File: src/rtl/branch_resolve_if.sv
// Fetch-prediction, pipeline-control and EX-resolution signals shared between
// the pipeline (master) and the branch_resolve stage (slave).
interface branch_resolve_if #(
  parameter int CNT_W = 16
);
  logic [31:0]      CurrentPC;
  logic             BTBhit;
  logic [31:0]      PrePC;
  logic             PredTakenF;
  logic [31:0]      PredPCF;
  logic             StallD;
  logic             FlushD;
  logic             StallE;
  logic             FlushE;
  logic             BranchE;
  logic             BrTakenE;
  logic [31:0]      BrNPC;
  logic [31:0]      EXpc;
  logic [1:0]       BTBflush;
  logic             RedirectE;
  logic [31:0]      RedirectPC;
  logic [CNT_W-1:0] BrCount;
  logic [CNT_W-1:0] MissCount;

  modport master (
    output CurrentPC, BTBhit, PrePC, StallD, FlushD, StallE, FlushE,
           BranchE, BrTakenE, BrNPC,
    input  PredTakenF, PredPCF, EXpc, BTBflush, RedirectE, RedirectPC,
           BrCount, MissCount
  );

  modport slave (
    input  CurrentPC, BTBhit, PrePC, StallD, FlushD, StallE, FlushE,
           BranchE, BrTakenE, BrNPC,
    output PredTakenF, PredPCF, EXpc, BTBflush, RedirectE, RedirectPC,
           BrCount, MissCount
  );
endinterface

File: src/rtl/branch_resolve.sv
// Branch prediction companion to the BTB: 2-bit BHT lookup in IF, metadata
// pipelined through ID/EX, resolution, BTB update code and miss statistics in EX.
module branch_resolve #(
  parameter int IDX_W = 4,
  parameter int CNT_W = 16
) (
  input  logic              clk,
  input  logic              rst,
  branch_resolve_if.slave   bus
);
  localparam int BHT_N = 1 << IDX_W;
  localparam logic [CNT_W-1:0] CNT_MAX = {CNT_W{1'b1}};
  localparam logic [CNT_W-1:0] CNT_ONE = {{(CNT_W-1){1'b0}}, 1'b1};

  function automatic logic [1:0] sat_update(input logic [1:0] cnt, input logic taken);
    logic [1:0] res;
    if (taken) begin
      res = (cnt == 2'b11) ? 2'b11 : cnt + 2'b01;
    end else begin
      res = (cnt == 2'b00) ? 2'b00 : cnt - 2'b01;
    end
    return res;
  endfunction

  logic [1:0]       bht_r [BHT_N];
  logic             valid_d_r, pt_d_r, valid_e_r, pt_e_r;
  logic [31:0]      pc_d_r, ppc_d_r, pc_e_r, ppc_e_r;
  logic [CNT_W-1:0] br_cnt_r, miss_cnt_r;

  logic [IDX_W-1:0] idx_f_s, idx_e_s;
  logic             pt_f_s, redirect_s;
  logic [31:0]      ppc_f_s, rpc_s, pc_e_plus4_s;
  logic [1:0]       flush_s, cnt_upd_s;

  // IF prediction: BTB hit qualified by the BHT direction bit
  always_comb begin
    idx_f_s = bus.CurrentPC[IDX_W+1:2];
    pt_f_s  = bus.BTBhit & bht_r[idx_f_s][1];
    if (pt_f_s) begin
      ppc_f_s = bus.PrePC;
    end else begin
      ppc_f_s = bus.CurrentPC + 32'd4;
    end
  end

  // IF/ID metadata register; flush wins over stall
  always_ff @(posedge clk or negedge rst) begin
    if (!rst) begin
      valid_d_r <= 1'b0;
      pt_d_r    <= 1'b0;
      pc_d_r    <= 32'd0;
      ppc_d_r   <= 32'd0;
    end else if (bus.FlushD) begin
      valid_d_r <= 1'b0;
      pt_d_r    <= 1'b0;
    end else if (!bus.StallD) begin
      valid_d_r <= 1'b1;
      pt_d_r    <= pt_f_s;
      pc_d_r    <= bus.CurrentPC;
      ppc_d_r   <= ppc_f_s;
    end
  end

  // ID/EX metadata register; flush wins over stall
  always_ff @(posedge clk or negedge rst) begin
    if (!rst) begin
      valid_e_r <= 1'b0;
      pt_e_r    <= 1'b0;
      pc_e_r    <= 32'd0;
      ppc_e_r   <= 32'd0;
    end else if (bus.FlushE) begin
      valid_e_r <= 1'b0;
      pt_e_r    <= 1'b0;
    end else if (!bus.StallE) begin
      valid_e_r <= valid_d_r;
      pt_e_r    <= pt_d_r;
      pc_e_r    <= pc_d_r;
      ppc_e_r   <= ppc_d_r;
    end
  end

  // EX resolution: a stalled EX never raises a redirect, so the BTB sees one write per instruction
  always_comb begin
    idx_e_s      = pc_e_r[IDX_W+1:2];
    pc_e_plus4_s = pc_e_r + 32'd4;
    cnt_upd_s    = sat_update(bht_r[idx_e_s], bus.BrTakenE);
    redirect_s   = 1'b0;
    rpc_s        = 32'd0;
    flush_s      = 2'b00;
    if (valid_e_r && !bus.StallE) begin
      case ({pt_e_r, bus.BranchE, bus.BrTakenE})
        3'b111: begin
          if (ppc_e_r != bus.BrNPC) begin
            redirect_s = 1'b1;
            rpc_s      = bus.BrNPC;
            flush_s    = 2'b10;
          end else begin
            redirect_s = 1'b0;
          end
        end
        3'b011: begin
          redirect_s = 1'b1;
          rpc_s      = bus.BrNPC;
          flush_s    = 2'b10;
        end
        3'b110: begin
          redirect_s = 1'b1;
          rpc_s      = pc_e_plus4_s;
          flush_s    = (cnt_upd_s == 2'b00) ? 2'b01 : 2'b00;
        end
        3'b100, 3'b101: begin
          redirect_s = 1'b1;
          rpc_s      = pc_e_plus4_s;
          flush_s    = 2'b01;
        end
        default: begin
          redirect_s = 1'b0;
        end
      endcase
    end else begin
      redirect_s = 1'b0;
    end
  end

  // BHT training on resolved conditional branches; IF reads the pre-update value
  always_ff @(posedge clk or negedge rst) begin
    if (!rst) begin
      for (int i = 0; i < BHT_N; i++) begin
        bht_r[i] <= 2'b01;
      end
    end else if (valid_e_r && bus.BranchE && !bus.StallE) begin
      bht_r[idx_e_s] <= cnt_upd_s;
    end
  end

  // Saturating branch and redirect statistics
  always_ff @(posedge clk or negedge rst) begin
    if (!rst) begin
      br_cnt_r   <= {CNT_W{1'b0}};
      miss_cnt_r <= {CNT_W{1'b0}};
    end else if (valid_e_r && !bus.StallE) begin
      if (bus.BranchE && (br_cnt_r != CNT_MAX)) begin
        br_cnt_r <= br_cnt_r + CNT_ONE;
      end
      if (redirect_s && (miss_cnt_r != CNT_MAX)) begin
        miss_cnt_r <= miss_cnt_r + CNT_ONE;
      end
    end
  end

  assign bus.PredTakenF = pt_f_s;
  assign bus.PredPCF    = ppc_f_s;
  assign bus.EXpc       = pc_e_r;
  assign bus.RedirectE  = redirect_s;
  assign bus.RedirectPC = rpc_s;
  assign bus.BTBflush   = flush_s;
  assign bus.BrCount    = br_cnt_r;
  assign bus.MissCount  = miss_cnt_r;
endmodule

File: src/flat_wrapper.sv
// flat-port wrapper written by rule: the top's interface ports become plain ports
module branch_resolve_flat 
#(
  parameter int IDX_W = 4,
  parameter int CNT_W = 16
)
  (clk, rst, bus_CurrentPC, bus_BTBhit, bus_PrePC, bus_StallD, bus_FlushD, bus_StallE, bus_FlushE, bus_BranchE, bus_BrTakenE, bus_BrNPC, bus_PredTakenF, bus_PredPCF, bus_EXpc, bus_BTBflush, bus_RedirectE, bus_RedirectPC, bus_BrCount, bus_MissCount);
  branch_resolve_if #(.CNT_W(CNT_W)) bus_i ();
  input  logic clk;
  input  logic rst;
  input wire logic [$bits(bus_i.CurrentPC)-1:0] bus_CurrentPC;
  input wire logic [$bits(bus_i.BTBhit)-1:0] bus_BTBhit;
  input wire logic [$bits(bus_i.PrePC)-1:0] bus_PrePC;
  input wire logic [$bits(bus_i.StallD)-1:0] bus_StallD;
  input wire logic [$bits(bus_i.FlushD)-1:0] bus_FlushD;
  input wire logic [$bits(bus_i.StallE)-1:0] bus_StallE;
  input wire logic [$bits(bus_i.FlushE)-1:0] bus_FlushE;
  input wire logic [$bits(bus_i.BranchE)-1:0] bus_BranchE;
  input wire logic [$bits(bus_i.BrTakenE)-1:0] bus_BrTakenE;
  input wire logic [$bits(bus_i.BrNPC)-1:0] bus_BrNPC;
  output wire logic [$bits(bus_i.PredTakenF)-1:0] bus_PredTakenF;
  output wire logic [$bits(bus_i.PredPCF)-1:0] bus_PredPCF;
  output wire logic [$bits(bus_i.EXpc)-1:0] bus_EXpc;
  output wire logic [$bits(bus_i.BTBflush)-1:0] bus_BTBflush;
  output wire logic [$bits(bus_i.RedirectE)-1:0] bus_RedirectE;
  output wire logic [$bits(bus_i.RedirectPC)-1:0] bus_RedirectPC;
  output wire logic [$bits(bus_i.BrCount)-1:0] bus_BrCount;
  output wire logic [$bits(bus_i.MissCount)-1:0] bus_MissCount;
  assign bus_i.CurrentPC = bus_CurrentPC;
  assign bus_i.BTBhit = bus_BTBhit;
  assign bus_i.PrePC = bus_PrePC;
  assign bus_i.StallD = bus_StallD;
  assign bus_i.FlushD = bus_FlushD;
  assign bus_i.StallE = bus_StallE;
  assign bus_i.FlushE = bus_FlushE;
  assign bus_i.BranchE = bus_BranchE;
  assign bus_i.BrTakenE = bus_BrTakenE;
  assign bus_i.BrNPC = bus_BrNPC;
  assign bus_PredTakenF = bus_i.PredTakenF;
  assign bus_PredPCF = bus_i.PredPCF;
  assign bus_EXpc = bus_i.EXpc;
  assign bus_BTBflush = bus_i.BTBflush;
  assign bus_RedirectE = bus_i.RedirectE;
  assign bus_RedirectPC = bus_i.RedirectPC;
  assign bus_BrCount = bus_i.BrCount;
  assign bus_MissCount = bus_i.MissCount;
  branch_resolve #(.IDX_W(IDX_W), .CNT_W(CNT_W)) u_core (.clk(clk), .rst(rst), .bus(bus_i));
endmodule
File: config.mk
export PLATFORM = sky130hd
export DESIGN_NAME = branch_resolve_flat
export DESIGN_NICKNAME = d
export VERILOG_FILES = /design/src/rtl/branch_resolve_if.sv /design/src/rtl/branch_resolve.sv /design/src/flat_wrapper.sv
export SDC_FILE = /design/constraint.sdc
export NUM_CORES = 1
export LEC_CHECK = 0
export CORE_MARGIN = 2
export CORE_UTILIZATION = 35
export DETAILED_ROUTE_END_ITERATION = 10
export GPL_TIMING_DRIVEN = 0
export PLACE_DENSITY = 0.66
export RECOVER_POWER = 100
export SYNTH_ARGS = -nofsm -noshare
export SYNTH_HDL_FRONTEND = slang
export SYNTH_SLANG_ARGS = --single-unit
File: constraint.sdc
create_clock -name clk -period 7.7 [get_ports clk]
set_input_delay 1.925 -clock clk [delete_from_list [all_inputs] [get_ports clk]]
set_output_delay 1.925 -clock clk [all_outputs]
set_load 0.03 [all_outputs]
==> impl_metrics.py, run 1 <==
metrics = {
    "clock_network": {
        "htreeDepth": 4,
        "cts.reportedPaths.clkPinSlew_ns": 0.08,
        "cts_tree": "built",
        "clock-root-buffer": "clkbuf_16",
        "clockBufferDepth": 2,
        "cts.sinks": 196,
        "clock_latency_ns": 0.44,
        "cts_hold_buf": 0,
        "numCtsBuffers": 17,
    },
    "worst_hold_path": {
        "min_path_type": "reg2reg",
    },
    "outcome": {
        "status": "complete, but fails checks",
        "violations": "capacitance limit, slew limit",
    },
    "logic_synthesis": {
        "synth_nets": 1116,
        "synth-async-reset-ratio_pct": 100,
        "synthFlopType": "dfrtp_1",
        "ys_ff_latch": 196,
        "syn_inst": 1004,
        "synth_warnings": 0,
        "synth_cell_type_count": 53,
        "ys_seq_area_share_pct": 47.5,
        "syn-cell-area_mm2": 0.0104,
        "synth_edf_count": 0,
        "avgSynthCellArea_um2": 10.3,
    },
    "global_routing": {
        "grt_usage_pct": 21.8,
        "grt_max_degree": 122,
        "antenna_found_initial": 0,
        "grt_pass1_vias": 8609,
        "grt_pass1_wl_um": 51000,
        "overflow": 0,
    },
    "place": {
        "place_congestion": 0.839,
        "dp_hpwl_um": 25500,
        "dp.cells": 1630,
        "post-place-ws_ns": -0.0260,
        "port_buffers": 235,
    },
    "setup_path": {
        "critPathRequiredTime_ns": 5.78,
        "max_stage_delay_ns": 0.76,
        "worstPathCellList": "clkdlybuf4s50_1, nor2b_1, and2_0, buf_6, nand2_1, nor2_2, clkbuf_1, nand2_1, o21ai_0, clkdlybuf4s50_1",
        "cp_max_fo": 10,
        "endpoint_kind": "output port",
        "crit_arrival_ns": 5.66,
        "cp_slowest_cell": "clkdlybuf4s50_1",
        "start_kind": "input port",
        "critPathKind": "in2out",
    },
    "routing": {
        "vias": 8509,
        "drcViolationCount": 0,
        "wire_per_inst_um": 20.4,
        "drtPass1Iterations": 5,
        "routed_wl_um": 33800,
        "vias_per_cell": 5.12,
        "detail-route-antenna-nets": 0,
        "first_iter_violations": 628,
    },
    "power_and_ir_drop": {
        "power.static_leakage_nw": 5.83,
        "ir_drop_mv": 0.170,
        "p_per_area_mw_per_mm2": 229,
    },
    "sta": {
        "worst_clock_skew_ns": 0.0150,
        "fin_ws_ns": 0.114,
        "slew-limit-headroom_pct": -171,
        "timing.fmax_ghz": 0.132,
        "rsz0062_at_grt": "false",
        "hold_viol": 0,
        "worstMarginPinSlew_ns": 4.06,
        "setup_violations": 0,
        "fin_crit_ns": 7.59,
        "slew_violations": 199,
        "fin_tns_setup_ns": 0,
        "period_share_pct": 98.5,
    },
    "layout": {
        "layout-drive-gt1-share_pct": 15.6,
        "fillers": 2774,
        "nets": 1371,
        "layout_common_cells": "nand2_1 (196), dfrtp_1 (180), dlygate4sd3_1 (129)",
        "ff_latch_area_mm2": 0.00492,
        "area_growth_syn_to_layout_pct": 33.0,
        "insertedDiodeCount": 0,
        "multi_input_area_mm2": 0.00512,
        "fin_cells": 1662,
        "final_common_cell": "nand2_1",
    },
    "die": {
        "core-area_mm2": 0.0294,
        "num_io_pins": 237,
        "die_w_um": 176,
        "rows": 63,
        "initial_utilization_pct": 35.3,
        "dieArea_mm2": 0.0310,
        "die_y_um": 176,
    },
    "run": {
        "max-cap-violations": 2,
    },
}
synthesized netlist by cell type (4+ instances only):
master	instances	area, um2
inv_1	10	37.5
a21oi_1	22	110
buf_2	6	30.0
clkbuf_1	21	78.8
o21ai_0	49	245
mux2_2	96	1080
mux4_1	4	105
dfstp_2	16	420
nor3_1	12	60.1
nand4_1	20	125
mux2i_1	5	50.1
a22o_1	4	35.0
ha_1	7	87.6
mux2i_4	4	90.1
dfrtp_1	180	4500
nand2_1	195	732
and4_1	8	70.1
mux4_2	8	180
xnor2_1	46	403
a21oi_2	20	175
nand3_1	46	230
and2_1	9	56.3
buf_6	7	78.8
o211ai_1	4	30.0
xor2_1	70	613
nor4_1	11	68.8
and3_1	12	75.1
nor2_1	69	259
flip-flops by register name, summed over array words and instances, names as in the netlist:
| signal | cells |
|---|---|
| u_core.bus.BrCount | 16 |
| u_core.pt_d_r | 1 |
| u_core.valid_d_r | 1 |
| u_core.pc_d_r | 32 |
| u_core.bus.MissCount | 16 |
| u_core.bht_r | 32 |
| u_core.ppc_d_r | 32 |
| u_core.pt_e_r | 1 |
| u_core.bus.EXpc | 32 |
| u_core.valid_e_r | 1 |
| u_core.ppc_e_r | 32 |
what timing repair did:
| item | 4_1_cts | 5_1_grt |
|---|---|---|
| buffers inserted | 0 | 0 |
| gates resized for setup | 1 | 0 |
| setup endpoints to repair | 1 | 0 |
path summary, 6_finish.rpt:
| check | slack (ns) | cells after the start | endpoint | start |
|---|---|---|---|---|
| min in group asynchronous | 2.89 | 1 | u_core.bus.BrCount[2]$_DFFE_PN0P_ | rst |
| min reg2reg | 0.48 | 2 | u_core.pc_d_r[24]$_DFFE_PN0P_ | u_core.pc_d_r[24]$_DFFE_PN0P_ |
| min | 0.48 | 2 | u_core.pc_d_r[24]$_DFFE_PN0P_ | u_core.pc_d_r[24]$_DFFE_PN0P_ |
| max reg2reg | 4.44 | 8 | u_core.bus.MissCount[12]$_DFFE_PN0P_ | u_core.valid_e_r$_DFFE_PN0P_ |
| max in group asynchronous | 1.25 | 2 | u_core.bus.MissCount[1]$_DFFE_PN0P_ | rst |
| max | 0.11 | 10 | bus_RedirectPC[4] | bus_StallE |
logic make-up after synthesis:
kind of cell | after synthesis | share of synthesized area (%)
AO/OA/AOI/OAI | 118 | 7.31
XOR/XNOR | 116 | 9.80
adder cells (fa/ha/maj) | 7 | 0.845
buffers and inverters | 54 | 2.88
flip-flops | 196 | 47.5
multiplexers | 117 | 14.5
AND/OR/NAND/NOR | 396 | 17.1
critical path: cells and delay by family:
family	cells	cell delay (ns)
AOI/OAI and AO/OA	1	0.22
buffers and inverters	4	2.13
and+or+nand+nor	5	1.38
metrics by stage:
| step | power [mW] | instance area, um2 | util [%] | hold WS, ns |
|---|---|---|---|---|
| floorplan | 1.89 | 10400 | - | 0.440 |
| global placement | 2.27 | 13200 | 44.9 | 0.453 |
| detailed placement | 2.29 | 13200 | 45.0 | 0.457 |
| CTS | 3.21 | 13900 | 47.1 | 0.479 |
| global route | 3.31 | 13800 | 46.9 | 0.489 |
| finish | 3.16 | 13800 | 46.9 | 0.477 |
layout make-up:
cell class              count  share of cell area (%)
well taps                 390                    3.54
repair buffers            236                    17.1
clock buffers              17                    3.08
plain buffers              43                    1.85
clock inverters            15                    1.32
inverters                  11                   0.299
flip-flops and latches    196                    35.7
multi-input cells         754                    37.1
where the power goes:
group	switching, mW	internal [mW]
combinational	0.496	0.388
clock	0.455	0.469
sequential	0.149	1.21
per-layer routing:
layer	vias up	GRT usage, %	routed length [um]
li1	3975	-	-
met1	4225	30.8	15700
met2	269	34.1	15600
met3	40	3.90	1790
met4	0	7.23	750
met5	-	0	0
Note: power is estimated with default switching activity, not from simulation.
==> run 2: changes to the inputs <==
Settings changed: CTS_CLUSTER_SIZE from default to 30, MAX_ROUTING_LAYER from default to met4, SLEW_MARGIN from default to 10.
==> run 2 against run 1 <==
Non-clock buffer count grew 1. Final area grew 0.18%. Worst setup slack gained 0.013 ns. The run still ends with capacitance limit, slew limit left. Die area is the same. Hold slack lost 0.0033 ns. Global-route usage grew 0.74 points. Cell count is essentially flat. Highest routed layer unchanged. Critical path type unchanged. Largest power group unchanged.
==> impl_metrics.py, run 2 (synthesized netlist as in run 1, its figures left out) <==
metrics = {
    "outcome": {
        "status": "complete, but fails checks",
        "violations": "capacitance limit, slew limit",
    },
    "power_and_ir_drop": {
        "total_power_mw": 3.17,
        "power.static_leakage_nw": 5.86,
        "p_per_area_mw_per_mm2": 229,
        "ir_drop_mv": 0.172,
    },
    "sta": {
        "fin_tns_setup_ns": 0,
        "slew-limit-headroom_pct": -108,
        "worstMarginPinSlew_ns": 3.12,
        "rsz0062_at_grt": "false",
        "timing.fmax_ghz": 0.132,
        "setup_violations": 0,
        "slew_violations": 201,
        "fin_crit_ns": 7.57,
        "fin_ws_ns": 0.127,
        "period_share_pct": 98.4,
        "hold_viol": 0,
        "worst_clock_skew_ns": 0.0203,
        "hold_slack_ns": 0.473,
    },
    "routing": {
        "vias": 8491,
        "detail-route-antenna-nets": 0,
        "wire_per_inst_um": 20.3,
        "drcViolationCount": 0,
        "drtPass1Iterations": 5,
        "vias_per_cell": 5.11,
        "routed_wl_um": 33700,
        "first_iter_violations": 540,
    },
    "setup_path": {
        "critPathRequiredTime_ns": 5.78,
        "cp_max_fo": 6,
        "startpoint": "bus_CurrentPC[2]",
        "max_stage_delay_ns": 0.85,
        "cp.depth": 8,
        "cpMostUsedCell": "clkdlybuf4s50_1",
        "critPathKind": "in2out",
        "start_kind": "input port",
        "crit_arrival_ns": 5.65,
        "r2r_setup_slack_ns": 4.43,
        "path_buf_inv": 2,
        "reg2regPathDepth": 8,
        "cp_slowest_cell": "nor3_1",
        "path_delay_family": "simple AND/OR/NAND/NOR gates",
        "endpoint_kind": "output port",
        "reg2reg_from": "u_core.valid_e_r$_DFFE_PN0P_",
        "r2r_end": "u_core.bus.MissCount[3]$_DFFE_PN0P_",
        "worstPathCellList": "clkdlybuf4s50_1, ha_1, nand2_1, nor3_1, nand3_1, xor2_1, a21oi_2, clkdlybuf4s50_1",
    },
    "place": {
        "dp_hpwl_um": 25700,
        "port_buffers": 235,
        "place_congestion": 0.852,
        "placed_area_mm2": 0.0133,
        "dp.cells": 1631,
        "post-place-ws_ns": 0.00177,
    },
    "layout": {
        "final_common_cell": "nand2_1",
        "fin_cells": 1663,
        "fillers": 2765,
        "ff_latch_area_mm2": 0.00492,
        "multi_input_area_mm2": 0.00512,
        "layout-drive-gt1-share_pct": 15.5,
        "insertedDiodeCount": 0,
        "nets": 1372,
        "design_area_mm2": 0.0138,
        "area_growth_syn_to_layout_pct": 33.3,
        "layout_common_cells": "nand2_1 (196), dfrtp_1 (180), dlygate4sd3_1 (128)",
        "final_util_pct": 47.0,
    },
    "die": {
        "die_w_um": 176,
        "num_io_pins": 237,
        "core-area_mm2": 0.0294,
        "rows": 63,
        "die_y_um": 176,
        "dieArea_mm2": 0.0310,
        "initial_utilization_pct": 35.3,
    },
    "worst_hold_path": {
        "whs_endpoint": "u_core.pc_d_r[5]$_DFFE_PN0P_",
        "hold_start": "u_core.pc_d_r[5]$_DFFE_PN0P_",
        "min_path_type": "reg2reg",
        "min_delay_path_depth": 2,
    },
    "clock_network": {
        "clock-root-buffer": "clkbuf_16",
        "clockBufferDepth": 2,
        "cts.reportedPaths.clkPinSlew_ns": 0.08,
        "cts.sinks": 196,
        "cts_tree": "built",
        "htreeDepth": 4,
        "numCtsBuffers": 17,
        "cts_hold_buf": 0,
        "clock_latency_ns": 0.45,
    },
    "global_routing": {
        "grt_pass1_vias": 8674,
        "grt_usage_pct": 22.6,
        "grt_max_degree": 78,
        "antenna_found_initial": 0,
        "grt_pass1_wl_um": 51000,
        "overflow": 0,
    },
    "run": {
        "max-cap-violations": 3,
    },
}
==> run 2: changes by cell type in the layout (fill, tap and decap cells not counted), sizes merged <==
cell | before | now
bufinv | 1 | 0
clkinv | 4 | 9
clkinvlp | 1 | 0
inv | 20 | 17
clkdlybuf4s50 | 105 | 106
dlymetal6s4s | 0 | 1
dlygate4sd3 | 129 | 128
==> run 2: worst max-delay path by stage <==
stage | endpoint
floorplan | bus_RedirectPC[22]
finish | bus_PredPCF[22]
global route | bus_PredPCF[18]
CTS | bus_PredPCF[22]
detailed placement | bus_RedirectPC[4]
global placement | u_core.bus.EXpc[27]$_DFFE_PN0P_
==> run 2: repair_timing <==
action,4_1_cts,5_1_grt
hold endpoints to repair,0,0
resized for setup,1,0
setup buffers,0,0
setup endpoints to repair,1,0
==> run 2: layout make-up <==
| cell class | instances | share of cell area [%] |
|---|---|---|
| inverter | 11 | 0.299 |
| buffer | 43 | 1.85 |
| tap | 390 | 3.53 |
| sequential | 196 | 35.6 |
| clock buffer | 17 | 3.08 |
| multi-input combinational | 754 | 37.0 |
| timing repair buffer | 237 | 17.1 |
| clock inverter | 15 | 1.48 |
==> run 2: routing by layer <==
metal / global-route usage [%] / part of all wire (%)
met5: - / 0
met3: 3.96 / 5.5
met2: 34.1 / 45
met1: 30.7 / 47
met4: 8.02 / 2.7
==> run 2: tightest hold or removal path, delay by kind of cell, from the launching register on <==
kind             cells  cell delay [ns]
DFF                  1             0.34
and+or+nand+nor      2             0.10
==> run 2: power breakdown <==
part	switching, mW	total [mW]	internal [mW]
sequential	0.149	1.36	1.21
clock	0.478	0.927	0.448
combinational	0.494	0.883	0.389
==> run 3: changes to the inputs <==
Settings changed: CTS_CLUSTER_SIZE 30 to 16.
==> results of run 3 <==
No change in the layout: final DEF, timing and power equal those of run 2.
